[config.mk]
export PLATFORM = sky130hd
export DESIGN_NAME = simd_fetch_unit
export DESIGN_NICKNAME = d
export VERILOG_FILES = /design/src/rtl/simd_fetch_unit.sv
export SDC_FILE = /design/constraint.sdc
export NUM_CORES = 1
export LEC_CHECK = 0
export ABC_AREA = 1
export CORE_MARGIN = 2
export CORE_UTILIZATION = 55
export DETAILED_ROUTE_END_ITERATION = 8
export GPL_TIMING_DRIVEN = 0
export PLACE_DENSITY = 0.8
export SLEW_MARGIN = 15
export SYNTH_ARGS = -nofsm -noshare
export SYNTH_HDL_FRONTEND = slang
export SYNTH_SLANG_ARGS = --single-unit
[constraint.sdc]
create_clock -name clk -period 8.8 [get_ports clk]
set_clock_uncertainty 0.1 [all_clocks]
set_input_delay 1.76 -clock clk [delete_from_list [all_inputs] [get_ports clk]]
set_output_delay 1.76 -clock clk [all_outputs]
set_load 0.02 [all_outputs]
[src/rtl/simd_fetch_unit.sv]
// Instruction fetch stage: walks instruction memory from a start PC into a small
// show-ahead prefetch FIFO, stops at RET, drains, then pulses done.
module simd_fetch_unit #(
    parameter int          ADDR_W     = 8,
    parameter int          DEPTH      = 2,
    parameter logic [10:0] RET_OPCODE = 11'b11010110010
) (
    input  logic              clk,
    input  logic              rst,
    input  logic              start,
    input  logic [ADDR_W-1:0] start_pc,
    output logic              imem_req,
    output logic [ADDR_W-1:0] imem_addr,
    input  logic              imem_gnt,
    input  logic              imem_rvalid,
    input  logic [31:0]       imem_rdata,
    output logic              instr_valid,
    output logic [31:0]       instruction,
    output logic [ADDR_W-1:0] instr_pc,
    input  logic              instr_ready,
    output logic              busy,
    output logic              done
);
    localparam int PTR_W = (DEPTH > 1) ? $clog2(DEPTH) : 1;
    localparam int CNT_W = $clog2(DEPTH + 1);

    typedef enum logic [1:0] {IDLE, FETCH, DRAIN} state_t;

    state_t            state_q, state_d;
    logic [ADDR_W-1:0] pc_q, pc_d, rsp_pc_q, rsp_pc_d;
    logic [CNT_W-1:0]  count_q, count_d, outst_q, outst_d;
    logic [PTR_W-1:0]  wr_ptr_q, wr_ptr_d, rd_ptr_q, rd_ptr_d;
    logic [31:0]       word_q [DEPTH];
    logic [31:0]       word_d [DEPTH];
    logic [ADDR_W-1:0] wpc_q [DEPTH];
    logic [ADDR_W-1:0] wpc_d [DEPTH];
    logic [31:0]       hold_instr_q, hold_instr_d;
    logic [ADDR_W-1:0] hold_pc_q, hold_pc_d;
    logic              done_q, done_d;

    logic              rsp_take, push, pop, ret_push, req, gnt_ok, fifo_nonempty;
    logic [CNT_W:0]    inflight;

    always_comb begin
        inflight      = {1'b0, count_q} + {1'b0, outst_q};
        fifo_nonempty = (count_q != '0);
        // Responses with nothing outstanding (e.g. in flight across a reset) are ignored.
        rsp_take      = imem_rvalid && (outst_q != '0);
        push          = rsp_take && (state_q == FETCH);
        ret_push      = push && (imem_rdata[31:21] == RET_OPCODE);
        req           = (state_q == FETCH) && (inflight < (CNT_W + 1)'(DEPTH)) && !ret_push;
        gnt_ok        = req && imem_gnt;
        pop           = fifo_nonempty && instr_ready;

        pc_d         = gnt_ok ? pc_q + ADDR_W'(1) : pc_q;
        rsp_pc_d     = rsp_take ? rsp_pc_q + ADDR_W'(1) : rsp_pc_q;
        wr_ptr_d     = push ? wr_ptr_q + PTR_W'(1) : wr_ptr_q;
        rd_ptr_d     = pop ? rd_ptr_q + PTR_W'(1) : rd_ptr_q;
        word_d       = word_q;
        wpc_d        = wpc_q;
        hold_instr_d = hold_instr_q;
        hold_pc_d    = hold_pc_q;
        if (push) begin
            word_d[wr_ptr_q] = imem_rdata;
            wpc_d[wr_ptr_q]  = rsp_pc_q;
        end
        if (pop) begin
            hold_instr_d = word_q[rd_ptr_q];
            hold_pc_d    = wpc_q[rd_ptr_q];
        end

        count_d = count_q;
        if (push && !pop)      count_d = count_q + CNT_W'(1);
        else if (pop && !push) count_d = count_q - CNT_W'(1);

        outst_d = outst_q;
        if (gnt_ok && !rsp_take)      outst_d = outst_q + CNT_W'(1);
        else if (rsp_take && !gnt_ok) outst_d = outst_q - CNT_W'(1);

        state_d = state_q;
        done_d  = 1'b0;
        case (state_q)
            IDLE: begin
                // done_q marks the first IDLE cycle, where a new start is not yet taken.
                if (start && !done_q) begin
                    state_d  = FETCH;
                    pc_d     = start_pc;
                    rsp_pc_d = start_pc;
                end
            end
            FETCH: if (ret_push) state_d = DRAIN;
            DRAIN: begin
                if (!fifo_nonempty && (outst_q == '0)) begin
                    state_d = IDLE;
                    done_d  = 1'b1;
                end
            end
            default: state_d = IDLE;
        endcase
    end

    always_ff @(posedge clk or posedge rst) begin
        if (rst) begin
            state_q      <= IDLE;
            pc_q         <= '0;
            rsp_pc_q     <= '0;
            count_q      <= '0;
            outst_q      <= '0;
            wr_ptr_q     <= '0;
            rd_ptr_q     <= '0;
            hold_instr_q <= '0;
            hold_pc_q    <= '0;
            done_q       <= 1'b0;
            for (int i = 0; i < DEPTH; i++) begin
                word_q[i] <= '0;
                wpc_q[i]  <= '0;
            end
        end else begin
            state_q      <= state_d;
            pc_q         <= pc_d;
            rsp_pc_q     <= rsp_pc_d;
            count_q      <= count_d;
            outst_q      <= outst_d;
            wr_ptr_q     <= wr_ptr_d;
            rd_ptr_q     <= rd_ptr_d;
            hold_instr_q <= hold_instr_d;
            hold_pc_q    <= hold_pc_d;
            done_q       <= done_d;
            word_q       <= word_d;
            wpc_q        <= wpc_d;
        end
    end

    assign imem_req    = req;
    assign imem_addr   = pc_q;
    assign instr_valid = fifo_nonempty;
    assign instruction = fifo_nonempty ? word_q[rd_ptr_q] : hold_instr_q;
    assign instr_pc    = fifo_nonempty ? wpc_q[rd_ptr_q] : hold_pc_q;
    assign busy        = (state_q != IDLE);
    assign done        = done_q;
endmodule
# Word-level counts from Yosys, hierarchy flattened

Index checks and enable logic that the tools add are counted.

Output and inout port bits: 52
Word-level logic and storage cells: 94
Input bits: 46
Flip-flop bits (word level): 145

Magnitude comparators: 4
Equal/unequal tests: 6
Reductions and logical operators: 29
Multiplexer cells: 30
Bitwise logic cells: 2
Add/subtract/negate cells: 9

Operator list:

| operator               | number |
|---|---|
| $mux W32               | 5 |
| $mux W8                | 11 |
| $bwmux W64             | 1 |
| $demux W32 S1          | 1 |
| $add A8 B1 Y8 const B  | 2 |
| $bwmux W16             | 1 |
| $logic_and A1 B1 Y1    | 14 |
| $mux W2                | 7 |
| $eq A11 B11 Y1 const B | 1 |
| $reduce_bool A2 Y1     | 5 |
| $demux W8 S1           | 1 |
| $logic_not A1 Y1       | 7 |
| $ne A2 B2 Y1 const B   | 3 |
| $pmux W2 S3            | 1 |
| $add A2 B1 Y2 const B  | 2 |
| $ge A2 B2 Y1 const B   | 2 |
| $logic_not A2 Y1       | 2 |
| $not A1 Y2             | 2 |
| $sub A2 B1 Y2 const B  | 2 |
| $add A2 B2 Y3          | 1 |
| $lt A3 B2 Y1 const B   | 1 |
| $reduce_and A3 Y1      | 1 |
| $add A1 B1 Y1 const B  | 2 |
| $eq A2 B1 Y1 const B   | 1 |
| other kinds (3)        | 4 |

# Depth between registers and ports, before layout

Depth in word-level cells: 11
Mapped depth: 11

# Least setup slack after synthesis

No wires, ideal clock.

Kind: input-to-output
Start: input imem_rdata[28]
End: output imem_req
Cell stages on the path: 5
Arrival time: 2.381 ns
Path slack: 4.559 ns
Required time: 6.940 ns
Path buffers: 0
Cells stage by stage: inv_1 > nor3_1 > nand3_1 > nand2_1 > inv_1

Word-level cells in the longest chain between the ends: 4

RTL lines:

| item                | line | text |
|---|---|---|
| start: declaration  | 16   | `input logic [31:0] imem_rdata,` |
| $eq A11 B11 Y1      | 50   | `ret_push = push && (imem_rdata[31:21] == RET_OPCODE);` |
| $logic_and A1 B1 Y1 | 50   |  |
| $logic_not A1 Y1    | 51   | `req = (state_q == FETCH) && (inflight < (CNT_W + 1)'(DEPTH)) && !ret_push;` |
| $logic_and A1 B1 Y1 | 51   |  |
| end: declaration    | 12   | `output logic imem_req,` |

No other way between the ends.

# Worst setup path in the final report

Start: input imem_rvalid
End: output imem_req

Word-level cells in the longest chain between the ends: 5

RTL lines:

| item                | line | text |
|---|---|---|
| start: declaration  | 15   | `input logic imem_rvalid,` |
| $logic_and A1 B1 Y1 | 48   | `rsp_take = imem_rvalid && (outst_q != '0);` |
| $logic_and A1 B1 Y1 | 49   | `push = rsp_take && (state_q == FETCH);` |
| net push            | 41   | `logic rsp_take, push, pop, ret_push, req, gnt_ok, fifo_nonempty;` |
| $logic_and A1 B1 Y1 | 50   |  |
| $logic_not A1 Y1    | 51   |  |
| $logic_and A1 B1 Y1 | 51   |  |

The timed path passes the listed nets, and every way through them passes these cells.

==> results.yml <==
global_route:
  grt_pass1_wl_mm: 27.8
  overflow: 0
  grt_pass1_vias: 5709
  grt_start_max_net_pins: 85
  grt.total_usage_pct: 26.4
  antenna_found_initial: 0
place:
  postPlaceCellArea_mm2: 0.00823
  dpl.hpwl_mm: 11.6
  portBuffers: 96
  place.gp.congestion: 0.827
  dp.cells: 1149
layout:
  area_growth_pct: 26.6
  diodes: 0
  fin_util_pct: 71.0
  drive_above_1_share_pct: 9.32
  stdcell_area_mm2: 0.00889
  instances_no_fill: 1181
  nets: 1047
logic_synthesis:
  avgSynthCellArea_um2: 7.98
  async_flop_share_pct: 100
  synth_seq_cells: 145
  syn_inst: 880
  synth_cell_type_count: 28
  syn_area_mm2: 0.00702
  yosysMostFrequentCell: "nand2_1"
  synth_top_area_cell: "dfrtp_1"
  synth-edff-count: 0
  ys_seq_area_share_pct: 51.7
  synth_area_leaders: "dfrtp_1 52%, nand2_1 18%, o21ai_0 8.6%"
  synth_common_cells: "332 x nand2_1, 145 x dfrtp_1, 120 x o21ai_0"
  synth-main-ff-cell: "dfrtp_1"
  syn_nets: 931
  ys_warn_count: 0
  synth_top_area_share_pct: 51.7
floorplanning:
  die_w_um: 117
  core_mm2: 0.0125
  rows: 41
  die_h_um: 117
  io_pins: 98
  dieArea_mm2: 0.0137
  start_util_pct: 56.1
sta:
  hold_viol: 0
  grt_setup_unrepaired: "no"
  relSlewSlack_pct: 64.1
  fmax_ghz: 0.183
  setup-violations-final: 0
  slew_violations: 0
  worst_pin_slew_ns: 0.539
  setup_tns_ns: 0
  fin_crit_sh_pct: 62.0
  finalHoldWorstSlack_ns: 0.383
  period_minus_slack_ns: 5.46
power_and_ir_drop:
  leakage_nw: 4.39
  ir_worst_vdd_v: 0.000257
  powerDensity_mw_per_mm2: 423
critical_path:
  critPathArrivalTime_ns: 3.60
  ff2ff_setup_slack_ns: 6.34
  crit_type: "input pin to output port"
  required_ns: 6.94
  ff2ff_path_depth: 10
  worstPathMaxFanout: 8
  r2r-end: "outst_q[1]"
  cp-endpoint: "imem_req"
  timing.critical_path.to_type: "output port"
  start_kind: "input pin"
  r2r_start: "outst_q[0]"
  crit_start: "imem_rvalid"
clocking:
  cts_setup_buffers: 0
  clock_sinks: 145
  cts_hold_buf: 0
  cts_tree: "built"
  clock_latency_ns: 0.42
  path_clk_slew_ns: 0.06
  cts-resized-gates: 0
  cts_root_buf: "clkbuf_16"
  numCtsBuffers: 17
  cts-htree-levels: 4
  clockBufferDepth: 2
routing:
  vias: 6079
  drt_wl_total_mm: 17.0
  postRouteAntennaNets: 0
  via_per_inst: 5.15
  route.detailed.drc: 0
  dr.pass1.iters: 4
  wl_per_cell_um: 14.4
  drt_iter0_drc: 566
run:
  cap_violations: 0
min_path:
  hold_class: "flip-flop to flip-flop"
outcome:
  status: "finished, final reports clean"
[sequential cells by signal (all words and copies together), names as in the netlist]
name and count:
wpc_q 16, rd_ptr_q 1, hold_instr_q 32, outst_q 2, hold_pc_q 8, wr_ptr_q 1
imem_addr 8, word_q 64, done 1, rsp_pc_q 8, count_q 2, state_q 2
[worst min path at each step]
stage,start,end,slack (ns),cells past startpoint
2_1_floorplan,word_q[14],word_q[14],0.35,2
3_3_place_gp,word_q[46],word_q[46],0.36,2
3_5_place_dp,word_q[45],word_q[45],0.37,2
4_1_cts,word_q[45],word_q[45],0.38,2
5_1_grt,word_q[45],word_q[45],0.39,2
6_report,word_q[7],word_q[7],0.38,2
[layout by cell type, fill, tap and decap left out, types with 14 or more instances in the layout]
master           Yosys  layout
inv_1              110     109
clkdlybuf4s50_1      0      96
clkbuf_16            0      17
nand2_1            332     332
nor2_1              14      14
nand3_1             19      19
o21ai_2             40      40
clkbuf_1            27      29
dfrtp_1            145     145
o21ai_0            120     120
[kinds of logic after synthesis]
family / count (synthesis) / synth area share (%)
buffers and inverters: 160 / 9.68
XOR/XNOR: 8 / 0.998
AO/OA/AOI/OAI: 177 / 15.0
flip-flops: 145 / 51.7
adder cells (fa/ha/maj): 5 / 0.998
AND/OR/NAND/NOR: 385 / 21.7
[stage by stage]
stage	power [mW]	worst slack [ns]
floorplan	2.28	3.05
global placement	2.90	1.08
detailed placement	2.94	3.39
CTS	3.76	3.38
global route	4.04	3.24
finish	3.76	3.34
[routing by layer]
layer	routed length, um	global-route usage, %	vias to the layer above
met5	0	0	-
met4	304	8.86	0
met1	7460	35.9	2884
li1	-	-	2987
met3	892	5.66	26
met2	8310	42.8	182
[critical path, cell delays in order]
cell             delay (ns)
clkdlybuf4s50_1        0.51
o21ai_4                0.12
nor2_4                 0.15
nand3_1                0.26
nand2_1                0.21
inv_1                  0.06
clkdlybuf4s50_1        0.53
[cell type report]
type                    instances  area, um2
fillers                       976       3630
clock buffers                  22        474
repair buffers                 97        988
flip-flops and latches        145       3630
plain buffers                  47        255
well taps                     172        215
inverters                     113        432
clock inverters                10        180
multi-input cells             575       2710
[report_power, final]
part           switching [mW]  internal (mW)  leakage, nW
combinational            1.12          0.711         2.26
clock                   0.274          0.524        0.316
sequential              0.165          0.969         1.82
total                    1.56           2.20         4.39
(Power assumes the default switching activity.)
